File: src/rtl/ascon_pack.sv
// Shared definitions for the ASCON-128 AEAD sequencer.
package ascon_pack;

    localparam int unsigned ROUND_W = 4;
    localparam logic [ROUND_W-1:0] LAST_ROUND = 4'd11;
    // Round index space of the permutation: p^N runs indices 12-N .. 11.
    localparam int unsigned ROUND_SLOTS = 12;

    typedef enum logic [2:0] {
        ST_IDLE    = 3'd0,
        ST_INIT    = 3'd1,
        ST_WAIT_AD = 3'd2,
        ST_AD      = 3'd3,
        ST_WAIT_PT = 3'd4,
        ST_PT      = 3'd5,
        ST_FINAL   = 3'd6,
        ST_DONE    = 3'd7
    } ctrl_state_t;

    // Datapath control strobes, registered as one bundle.
    typedef struct packed {
        logic data_sel;
        logic en_reg_state;
        logic en_xor_data;
        logic en_xor_key;
        logic en_xor_key_end;
        logic en_xor_lsb;
        logic en_cipher;
        logic en_tag;
        logic data_ready;
        logic busy;
        logic done;
    } ctrl_out_t;

    // True for states that run the permutation.
    function automatic logic is_perm_state(input ctrl_state_t st);
        return (st == ST_INIT) || (st == ST_AD) || (st == ST_PT) || (st == ST_FINAL);
    endfunction

endpackage

File: src/rtl/ascon_round_counter.sv
// Round-constant index counter with load, increment and last-round flag.
module ascon_round_counter
    import ascon_pack::*;
(
    input  logic               clock_i,
    input  logic               resetb_i,
    input  logic               load,
    input  logic [ROUND_W-1:0] load_value,
    input  logic               enable,
    output logic [ROUND_W-1:0] count,
    output logic [ROUND_W-1:0] next_count_c,
    output logic               done
);

    // Next count: load wins over increment.
    always_comb begin
        next_count_c = count;
        if (load) begin
            next_count_c = load_value;
        end else if (enable) begin
            next_count_c = count + ROUND_W'(1);
        end
    end

    // Count register; done flags the last round index in step with count.
    always_ff @(posedge clock_i or negedge resetb_i) begin
        if (!resetb_i) begin
            count <= '0;
            done  <= 1'b0;
        end else begin
            count <= next_count_c;
            done  <= (next_count_c == LAST_ROUND);
        end
    end

endmodule

File: src/rtl/ascon_ctrl_fsm_param.sv
// Parametrised ASCON-128 AEAD sequencer driving the ascon datapath enables.
module ascon_ctrl_fsm_param
    import ascon_pack::*;
#(
    parameter int unsigned NB_ROUNDS_A = 12,
    parameter int unsigned NB_ROUNDS_B = 6,
    parameter int unsigned BLOCK_W     = 4
) (
    input  logic               clock_i,
    input  logic               resetb_i,
    input  logic               start_i,
    input  logic               abort_i,
    input  logic               decrypt_i,
    input  logic [BLOCK_W-1:0] nb_ad_i,
    input  logic [BLOCK_W-1:0] nb_pt_i,
    input  logic               data_valid_i,
    output logic               data_ready_o,
    output logic [3:0]         round_o,
    output logic [BLOCK_W-1:0] block_o,
    output logic               data_sel_o,
    output logic               en_reg_state_o,
    output logic               en_xor_data_o,
    output logic               en_xor_key_o,
    output logic               en_xor_key_end_o,
    output logic               en_xor_lsb_o,
    output logic               decrypt_mode_o,
    output logic               en_cipher_o,
    output logic               en_tag_o,
    output logic               cipher_valid_o,
    output logic               busy_o,
    output logic               end_o
);

    localparam logic [ROUND_W-1:0] FIRST_A = ROUND_W'(ROUND_SLOTS - NB_ROUNDS_A);
    localparam logic [ROUND_W-1:0] FIRST_B = ROUND_W'(ROUND_SLOTS - NB_ROUNDS_B);

    ctrl_state_t        state;
    ctrl_state_t        state_d;
    logic [BLOCK_W-1:0] block;
    logic [BLOCK_W-1:0] block_d;
    logic [BLOCK_W-1:0] nb_ad;
    logic [BLOCK_W-1:0] nb_ad_d;
    logic [BLOCK_W-1:0] nb_pt;
    logic [BLOCK_W-1:0] nb_pt_d;
    logic               decrypt_d;
    logic               accept;
    logic               last_ad;
    logic               more_pt;

    logic               ctr_load;
    logic [ROUND_W-1:0] ctr_load_value;
    logic               ctr_enable;
    logic [ROUND_W-1:0] round;
    logic [ROUND_W-1:0] round_d;
    logic               round_done;

    ctrl_out_t          ctrl_d;
    ctrl_out_t          ctrl_q;

    assign accept  = data_valid_i & data_ready_o;
    assign last_ad = (block == nb_ad - BLOCK_W'(1));
    assign more_pt = (block < nb_pt - BLOCK_W'(1));

    ascon_round_counter u_round_counter (
        .clock_i      (clock_i),
        .resetb_i     (resetb_i),
        .load         (ctr_load),
        .load_value   (ctr_load_value),
        .enable       (ctr_enable),
        .count        (round),
        .next_count_c (round_d),
        .done         (round_done)
    );

    // State, block counter and sampled transaction parameters.
    always_ff @(posedge clock_i or negedge resetb_i) begin
        if (!resetb_i) begin
            state          <= ST_IDLE;
            block          <= '0;
            nb_ad          <= '0;
            nb_pt          <= '0;
            decrypt_mode_o <= 1'b0;
        end else begin
            state          <= state_d;
            block          <= block_d;
            nb_ad          <= nb_ad_d;
            nb_pt          <= nb_pt_d;
            decrypt_mode_o <= decrypt_d;
        end
    end

    // Next-state, block counter and parameter sampling; abort overrides all.
    always_comb begin
        state_d   = state;
        block_d   = block;
        nb_ad_d   = nb_ad;
        nb_pt_d   = nb_pt;
        decrypt_d = decrypt_mode_o;
        case (state)
            ST_IDLE, ST_DONE: begin
                if (start_i) begin
                    state_d   = ST_INIT;
                    block_d   = '0;
                    nb_ad_d   = nb_ad_i;
                    nb_pt_d   = (nb_pt_i == '0) ? BLOCK_W'(1) : nb_pt_i;
                    decrypt_d = decrypt_i;
                end
            end
            ST_INIT: begin
                if (round_done) begin
                    state_d = (nb_ad == '0) ? ST_WAIT_PT : ST_WAIT_AD;
                end
            end
            ST_WAIT_AD: begin
                if (accept) begin
                    state_d = ST_AD;
                end
            end
            ST_AD: begin
                if (round_done) begin
                    if (last_ad) begin
                        block_d = '0;
                        state_d = ST_WAIT_PT;
                    end else begin
                        block_d = block + BLOCK_W'(1);
                        state_d = ST_WAIT_AD;
                    end
                end
            end
            ST_WAIT_PT: begin
                if (accept) begin
                    state_d = more_pt ? ST_PT : ST_FINAL;
                end
            end
            ST_PT: begin
                if (round_done) begin
                    block_d = block + BLOCK_W'(1);
                    state_d = ST_WAIT_PT;
                end
            end
            ST_FINAL: begin
                if (round_done) begin
                    state_d = ST_DONE;
                end
            end
            default: state_d = ST_IDLE;
        endcase
        if (abort_i) begin
            state_d   = ST_IDLE;
            block_d   = '0;
            nb_ad_d   = '0;
            nb_pt_d   = '0;
            decrypt_d = 1'b0;
        end
    end

    // Round counter: count through a permutation, otherwise preload for the next state.
    always_comb begin
        ctr_load       = abort_i || !is_perm_state(state) || round_done;
        ctr_enable     = !ctr_load;
        ctr_load_value = '0;
        case (state_d)
            ST_INIT, ST_FINAL: ctr_load_value = FIRST_A;
            ST_AD, ST_PT:      ctr_load_value = FIRST_B;
            default:           ctr_load_value = '0;
        endcase
    end

    // Strobe decode from next-cycle state, round and block so strobes come from flops.
    always_comb begin
        ctrl_d              = '0;
        ctrl_d.en_reg_state = is_perm_state(state_d);
        ctrl_d.data_ready   = (state_d == ST_WAIT_AD) || (state_d == ST_WAIT_PT);
        ctrl_d.busy         = (state_d != ST_IDLE) && (state_d != ST_DONE);
        ctrl_d.done         = (state_d == ST_DONE);
        case (state_d)
            ST_INIT: begin
                ctrl_d.data_sel       = (round_d == FIRST_A);
                ctrl_d.en_xor_key_end = (round_d == LAST_ROUND);
                ctrl_d.en_xor_lsb     = (round_d == LAST_ROUND) && (nb_ad_d == '0);
            end
            ST_AD: begin
                ctrl_d.en_xor_data = (round_d == FIRST_B);
                ctrl_d.en_xor_lsb  = (round_d == LAST_ROUND) &&
                                     (block_d == nb_ad_d - BLOCK_W'(1));
            end
            ST_PT: begin
                ctrl_d.en_xor_data = (round_d == FIRST_B);
                ctrl_d.en_cipher   = (round_d == FIRST_B);
            end
            ST_FINAL: begin
                ctrl_d.en_xor_data    = (round_d == FIRST_A);
                ctrl_d.en_xor_key     = (round_d == FIRST_A);
                ctrl_d.en_cipher      = (round_d == FIRST_A);
                ctrl_d.en_xor_key_end = (round_d == LAST_ROUND);
                ctrl_d.en_tag         = (round_d == LAST_ROUND);
            end
            default: ;
        endcase
    end

    // Strobe register plus the cipher-valid pulse one cycle behind en_cipher.
    always_ff @(posedge clock_i or negedge resetb_i) begin
        if (!resetb_i) begin
            ctrl_q         <= '0;
            cipher_valid_o <= 1'b0;
        end else begin
            ctrl_q         <= ctrl_d;
            cipher_valid_o <= ctrl_q.en_cipher;
        end
    end

    assign round_o          = round;
    assign block_o          = block;
    assign data_sel_o       = ctrl_q.data_sel;
    assign en_reg_state_o   = ctrl_q.en_reg_state;
    assign en_xor_data_o    = ctrl_q.en_xor_data;
    assign en_xor_key_o     = ctrl_q.en_xor_key;
    assign en_xor_key_end_o = ctrl_q.en_xor_key_end;
    assign en_xor_lsb_o     = ctrl_q.en_xor_lsb;
    assign en_cipher_o      = ctrl_q.en_cipher;
    assign en_tag_o         = ctrl_q.en_tag;
    assign data_ready_o     = ctrl_q.data_ready;
    assign busy_o           = ctrl_q.busy;
    assign end_o            = ctrl_q.done;

endmodule

File: config.mk
export PLATFORM = sky130hd
export DESIGN_NAME = ascon_ctrl_fsm_param
export DESIGN_NICKNAME = d
export VERILOG_FILES = /design/src/rtl/ascon_pack.sv /design/src/rtl/ascon_round_counter.sv /design/src/rtl/ascon_ctrl_fsm_param.sv
export SDC_FILE = /design/constraint.sdc
export NUM_CORES = 1
export LEC_CHECK = 0
export BUFFER_PORTS_ARGS = -buffer_cell sky130_fd_sc_hd__buf_2
export CAP_MARGIN = 15
export CORE_ASPECT_RATIO = 1.2
export CORE_UTILIZATION = 45
export CTS_BUF_LIST = sky130_fd_sc_hd__clkbuf_16
export DETAILED_ROUTE_END_ITERATION = 7
export GPL_ROUTABILITY_DRIVEN = 0
export PLACE_DENSITY = 0.66
export REMOVE_ABC_BUFFERS = 1
export SLEW_MARGIN = 25
export SYNTH_ARGS = -nofsm -noshare
export SYNTH_HDL_FRONTEND = slang
export SYNTH_SLANG_ARGS = --single-unit
File: constraint.sdc
create_clock -name clock_i -period 4.25 [get_ports clock_i]
set_clock_uncertainty 0.2 [all_clocks]
set_input_delay 1.0625 -clock clock_i [delete_from_list [all_inputs] [get_ports clock_i]]
set_output_delay 1.0625 -clock clock_i [all_outputs]
set_load 0.005 [all_outputs]
# Word-level counts from Yosys, hierarchy flattened
# Cells that the tools add are included.
[op_classes] n_addsub=5 order_cmp=1 eq_ne=19 mux=37 bitwise_logic=1 n_reduce_logical=25
[ops] operator="4-bit 2-to-1 mux" count=13
[ops] operator="3-bit 2-to-1 mux" count=11
[ops] operator="3-bit == test, second input constant" count=8
[ops] operator="3-bit case mux with 7 select lines" count=1
[ops] operator="4-bit zero test" count=4
[ops] operator="3-bit by 2-bit == test with 1-bit output, second input constant" count=4
[ops] operator="4-bit case mux with 3 select lines" count=1
[ops] operator="4-bit by 1-bit subtractor with 4-bit output, second input constant" count=3
[ops] operator="1-bit logical OR" count=9
[ops] operator="4-bit by 1-bit adder with 4-bit output, second input constant" count=2
[ops] operator="4-bit == test" count=2
[ops] operator="1-bit 2-to-1 mux" count=7
[ops] operator="3-bit by 1-bit == test with 1-bit output, second input constant" count=2
[ops] operator="1-bit case mux with 2 select lines" count=3
[ops] operator="2-bit OR reduction" count=3
[ops] operator="4-bit by 3-bit == test with 1-bit output, second input constant" count=1
[ops] operator="4-bit == test, second input constant" count=1
[ops] operator="4-bit less-than comparator" count=1
[ops] operator="2-bit nonzero test" count=2
[ops] operator="1-bit logical AND" count=3
[ops] operator="3-bit zero test" count=1
[ops] operator="3-bit != test, second input constant" count=1
[ops] operator="3-bit nonzero test" count=1
[ops] operator="2-bit 2-to-1 mux" count=1
[ops] operator="3 further kinds" count=3
[word_totals] regBits=33 in_bits=14 out_inout_bits=21 elab_cells=107

# Logic depth before layout (Yosys ltp)
[logic_depth] depth_word=13 mapped_depth=13 mapped_depth_nobuf=12

# Cells and area by module
# Synthesis repeated with hierarchy kept, for this count alone.
[unflattened] cells_unflattened=222 hier_area_um2=2077.0
[modules_own_cells] mod="ascon_ctrl_fsm_param" instances=1 cells_each=197 area_per_inst_um2=1784.2 seq_area_each_um2=700.7
[modules_own_cells] mod="ascon_round_counter" instances=1 cells_each=25 area_per_inst_um2=292.8 seq_area_each_um2=125.1

# Worst setup path after synthesis
# OpenSTA, ideal clock, no wires.
[synth_timing] path_type="input to register" startpoint="input start_i" endpoint="register ctrl_q (netlist bit en_xor_lsb_o)" setup_ps=120 arrival_time_ps=2882 t_required_ps=3930 slack_ps=1049 cell_stages=10 path_buffers=1 path_cell_list="o21ai_2 buf_2 mux2i_1 or2_2 ha_1 nor3b_1 mux2_1 nor2_1 a211oi_1 a31o_1"
[synth_lines] element="start, declared" line_no="ascon_ctrl_fsm_param.sv:11" rtl="input logic start_i,"
[synth_lines] element="end signal, assigned" line_no="ascon_ctrl_fsm_param.sv:208" rtl="ctrl_q <= ctrl_d;"
[synth_lines] element="end, declared" line_no="ascon_ctrl_fsm_param.sv:58" rtl="ctrl_out_t ctrl_q;"

==> key figures <==
Floorplan
  • Die Wd: approximately 64 um
  • I/O pins: 35
  • Starting Density: between 40% and 50%
  • Die Y: around 76 um
  • Placeable Area: 4330 um^2
  • FP Rows: 26
  • Die ar.: roughly 4900 um^2

Clock network
  • Clock-pin transition on the worst setup and hold timing paths: around 60 ps
  • Inserted Clock Buffers: 5
  • CTS Hold Bufs: 0
  • Root Buffer: clkbuf_16
  • Postcts setup bufs: 0
  • Resize count post-CTS: 0
  • Sink Count: 33
  • CTS tree: yes
  • Max H-tree Level: 2
  • Longest Clk Path Bufs: 2
  • Clk Latency, worst-skew pair: between 200 and 300 ps

Timing
  • Endpoints failing setup: 0
  • Slew of the pin with the lowest slew margin: 840 ps
  • Max Slew Vio Count: 0
  • RSZ-0062 raised after global routing: false
  • Post-layout min period: about 3400 ps
  • FMAX: between 200 and 300 MHz
  • Final hold vios: 0
  • Hold_ws: around 180 ps
  • Final period util: 80.1%
  • Final setup TNS: 0 ps
  • Slew HR: 44.0%

Yosys
  • Syn Std Cell Area: 2070 um^2
  • Cell taking the most area after synthesis: dfrtp_1
  • Avg Inst Size Synth: ~9.5 um^2
  • EDFF count, synth: 0
  • Synth async-reset ratio: between 90% and 100%
  • Sequential share of the synthesized area: 39.9%
  • Synth unique cells: 52
  • Synth warn: 0
  • Predominant post-synthesis flop cell: dfrtp_1
  • Synth top area share: about 40%
  • Top cells by area, synth: dfrtp_1 40%, nor2_1 5.6%, ha_1 4.8%
  • Synth Register Bits: 33
  • Synthesized instance count: 219

Place
  • Hpwl dp: about 3000 um
  • # port buffers: 34

Detailed routing
  • Total Wirelength: 4250 um
  • DRT antenna net count: 0
  • Average wire per standard cell: 13.8 um
  • Vias per cell: ~5.4
  • Detailed-route via count: between 1500 and 2000
  • Iter 0 DRT Violations: 77
  • Post-route DRC: 0
  • First drt pass iteration count: 4

Critical path
  • Arr. time, crit path: about 3400 ps
  • R2R Path Start: state[1]
  • FF-to-FF path depth: 10
  • Worst Setup SP: state[1]
  • Crit-path max FO: 15
  • Capturing point of the worst reg2reg path: en_xor_lsb_o
  • WP data required: 4210 ps
  • Crit end category: flip-flop
  • Critical path class: flip-flop to flip-flop
  • R2R setup slack: roughly 850 ps
  • Startpoint types: flip-flop

Hold path
  • Hold_sp: en_cipher_o
  • WHS Endpoint: cipher_valid_o
  • Hold crit path type: flip-flop to flip-flop
  • Hold Path Cell Cnt: 0

Global route
  • Largest net degree at the start of global routing: 34
  • Initial antenna violation count: 0
  • First-pass GRT wire length: ~7500 um
  • Vias in the first global route: around 1600
  • Congestion Overflow GR: 0
  • Total GRT Usage: approximately 20%

Power
  • Power Dens Cells: around 370 nW/um^2
  • Maximum vdd ir drop: roughly 0.17 mV
  • Leakage: 1.22 nW

Outcome
  • Status: complete, no violations

Final layout
  • # diodes: 0
  • Final #Nets: around 270
  • Area Growth Syn to Fin: 19.0%
  • Share of cells above drive strength 1: roughly a quarter
  • FILL cells: 392

Flow run
  • # Max-Cap Violations: 0
[cell usage after synthesis (all sizes together), types with 3 or more instances]
library cell,count
dfrtp,33
nor2,31
nand2,16
nor3,13
inv,12
xnor2,11
mux2i,9
ha,8
a21oi,7
nand3,6
o21ai,6
xor2,6
clkbuf,5
mux2,5
a211oi,4
buf,4
a211o,3
a31o,3
nor3b,3
nor4,3
or3,3
[stage by stage]
step | cells | worst slack (ps) | area, um^2 | util, % | total power (W)
after floorplan | 210 | 1140 | 2030 | - | 0.000408
after global placement | 300 | 832 | 2270 | 52.5 | 0.000440
after detailed placement | 300 | 772 | 2270 | 52.5 | 0.000442
after CTS | 308 | 842 | 2460 | 56.9 | 0.000918
after global routing | 308 | 586 | 2460 | 56.9 | 0.000949
final | 308 | 847 | 2460 | 56.9 | 0.000907
[logic make-up after synthesis]
group,synth area share (%)
adders and majority gates,4.83
DFF,39.9
AOI/OAI and AO/OA,15.5
xor gates and xnor gates,7.19
and+or+nand+nor,21.3
muxes,7.07
buffers and inverters,4.17
[power breakdown]
group          total [W]  internal, W  switching [W]
sequential      0.000333     0.000324     0.00000939
combinational   0.000103    0.0000446      0.0000583
clock           0.000471     0.000338       0.000133
[worst max-delay path, cell delays in order (launching register included)]
cell	delay, ps
dfrtp_1	510
and3_1	260
o21ai_2	650
mux2i_1	150
or2_2	310
ha_1	330
nor3b_1	160
mux2_1	300
nor2_1	130
a211oi_1	60
a31o_1	220
[state kept, by name, summed over array words and instances (netlist names)]
name                   cells
nb_pt                      4
en_xor_lsb_o               1
data_ready_o               1
block_o                    4
en_reg_state_o             1
busy_o                     1
u_round_counter.done       1
u_round_counter.count      4
en_xor_data_o              1
en_xor_key_o               1
end_o                      1
data_sel_o                 1
en_cipher_o                1
en_xor_key_end_o           1
en_tag_o                   1
cipher_valid_o             1
decrypt_mode_o             1
nb_ad                      4
state                      3
[cell type report]
type | count | area [um^2] | area share (%)
timing repair buffer | 34 | 170 | 6.91
sequential | 33 | 826 | 33.5
tap | 56 | 70.1 | 2.84
clock inverter | 3 | 68.8 | 2.79
inverter | 12 | 45.0 | 1.83
multi-input combinational | 165 | 1160 | 47.0
clock buffer | 5 | 125 | 5.08
[routing by layer]
layer	global-route usage, %	part of all wire, %
met2	30.2	47
met5	0	0
met1	26.7	46
met4	8.18	1.9
met3	5.24	4.6
[worst max-delay path by stage]
| stage | endpoint | cells past startpoint | slack, ps |
|---|---|---|---|
| 2_1_floorplan | en_xor_lsb_o | 9 | 1140 |
| 3_3_place_gp | en_xor_lsb_o | 10 | 830 |
| 3_5_place_dp | en_xor_lsb_o | 11 | 770 |
| 4_1_cts | en_xor_lsb_o | 10 | 840 |
| 5_1_grt | en_xor_lsb_o | 11 | 590 |
| 6_report | en_xor_lsb_o | 10 | 850 |
[cell usage in the layout, fill, tap and decap left out, types with 4 or more instances in the layout]
cell and count:
mux2i_1 9, xnor2_1 11, nor2_1 31, a21oi_1 6, inv_1 12, xor2_1 6, mux2_2 4, dfrtp_1 33
buf_2 34, nand3_1 6, nor3_1 12, ha_1 8, nand2_1 16, clkbuf_16 5
Note: power is estimated with default switching activity, not from simulation.
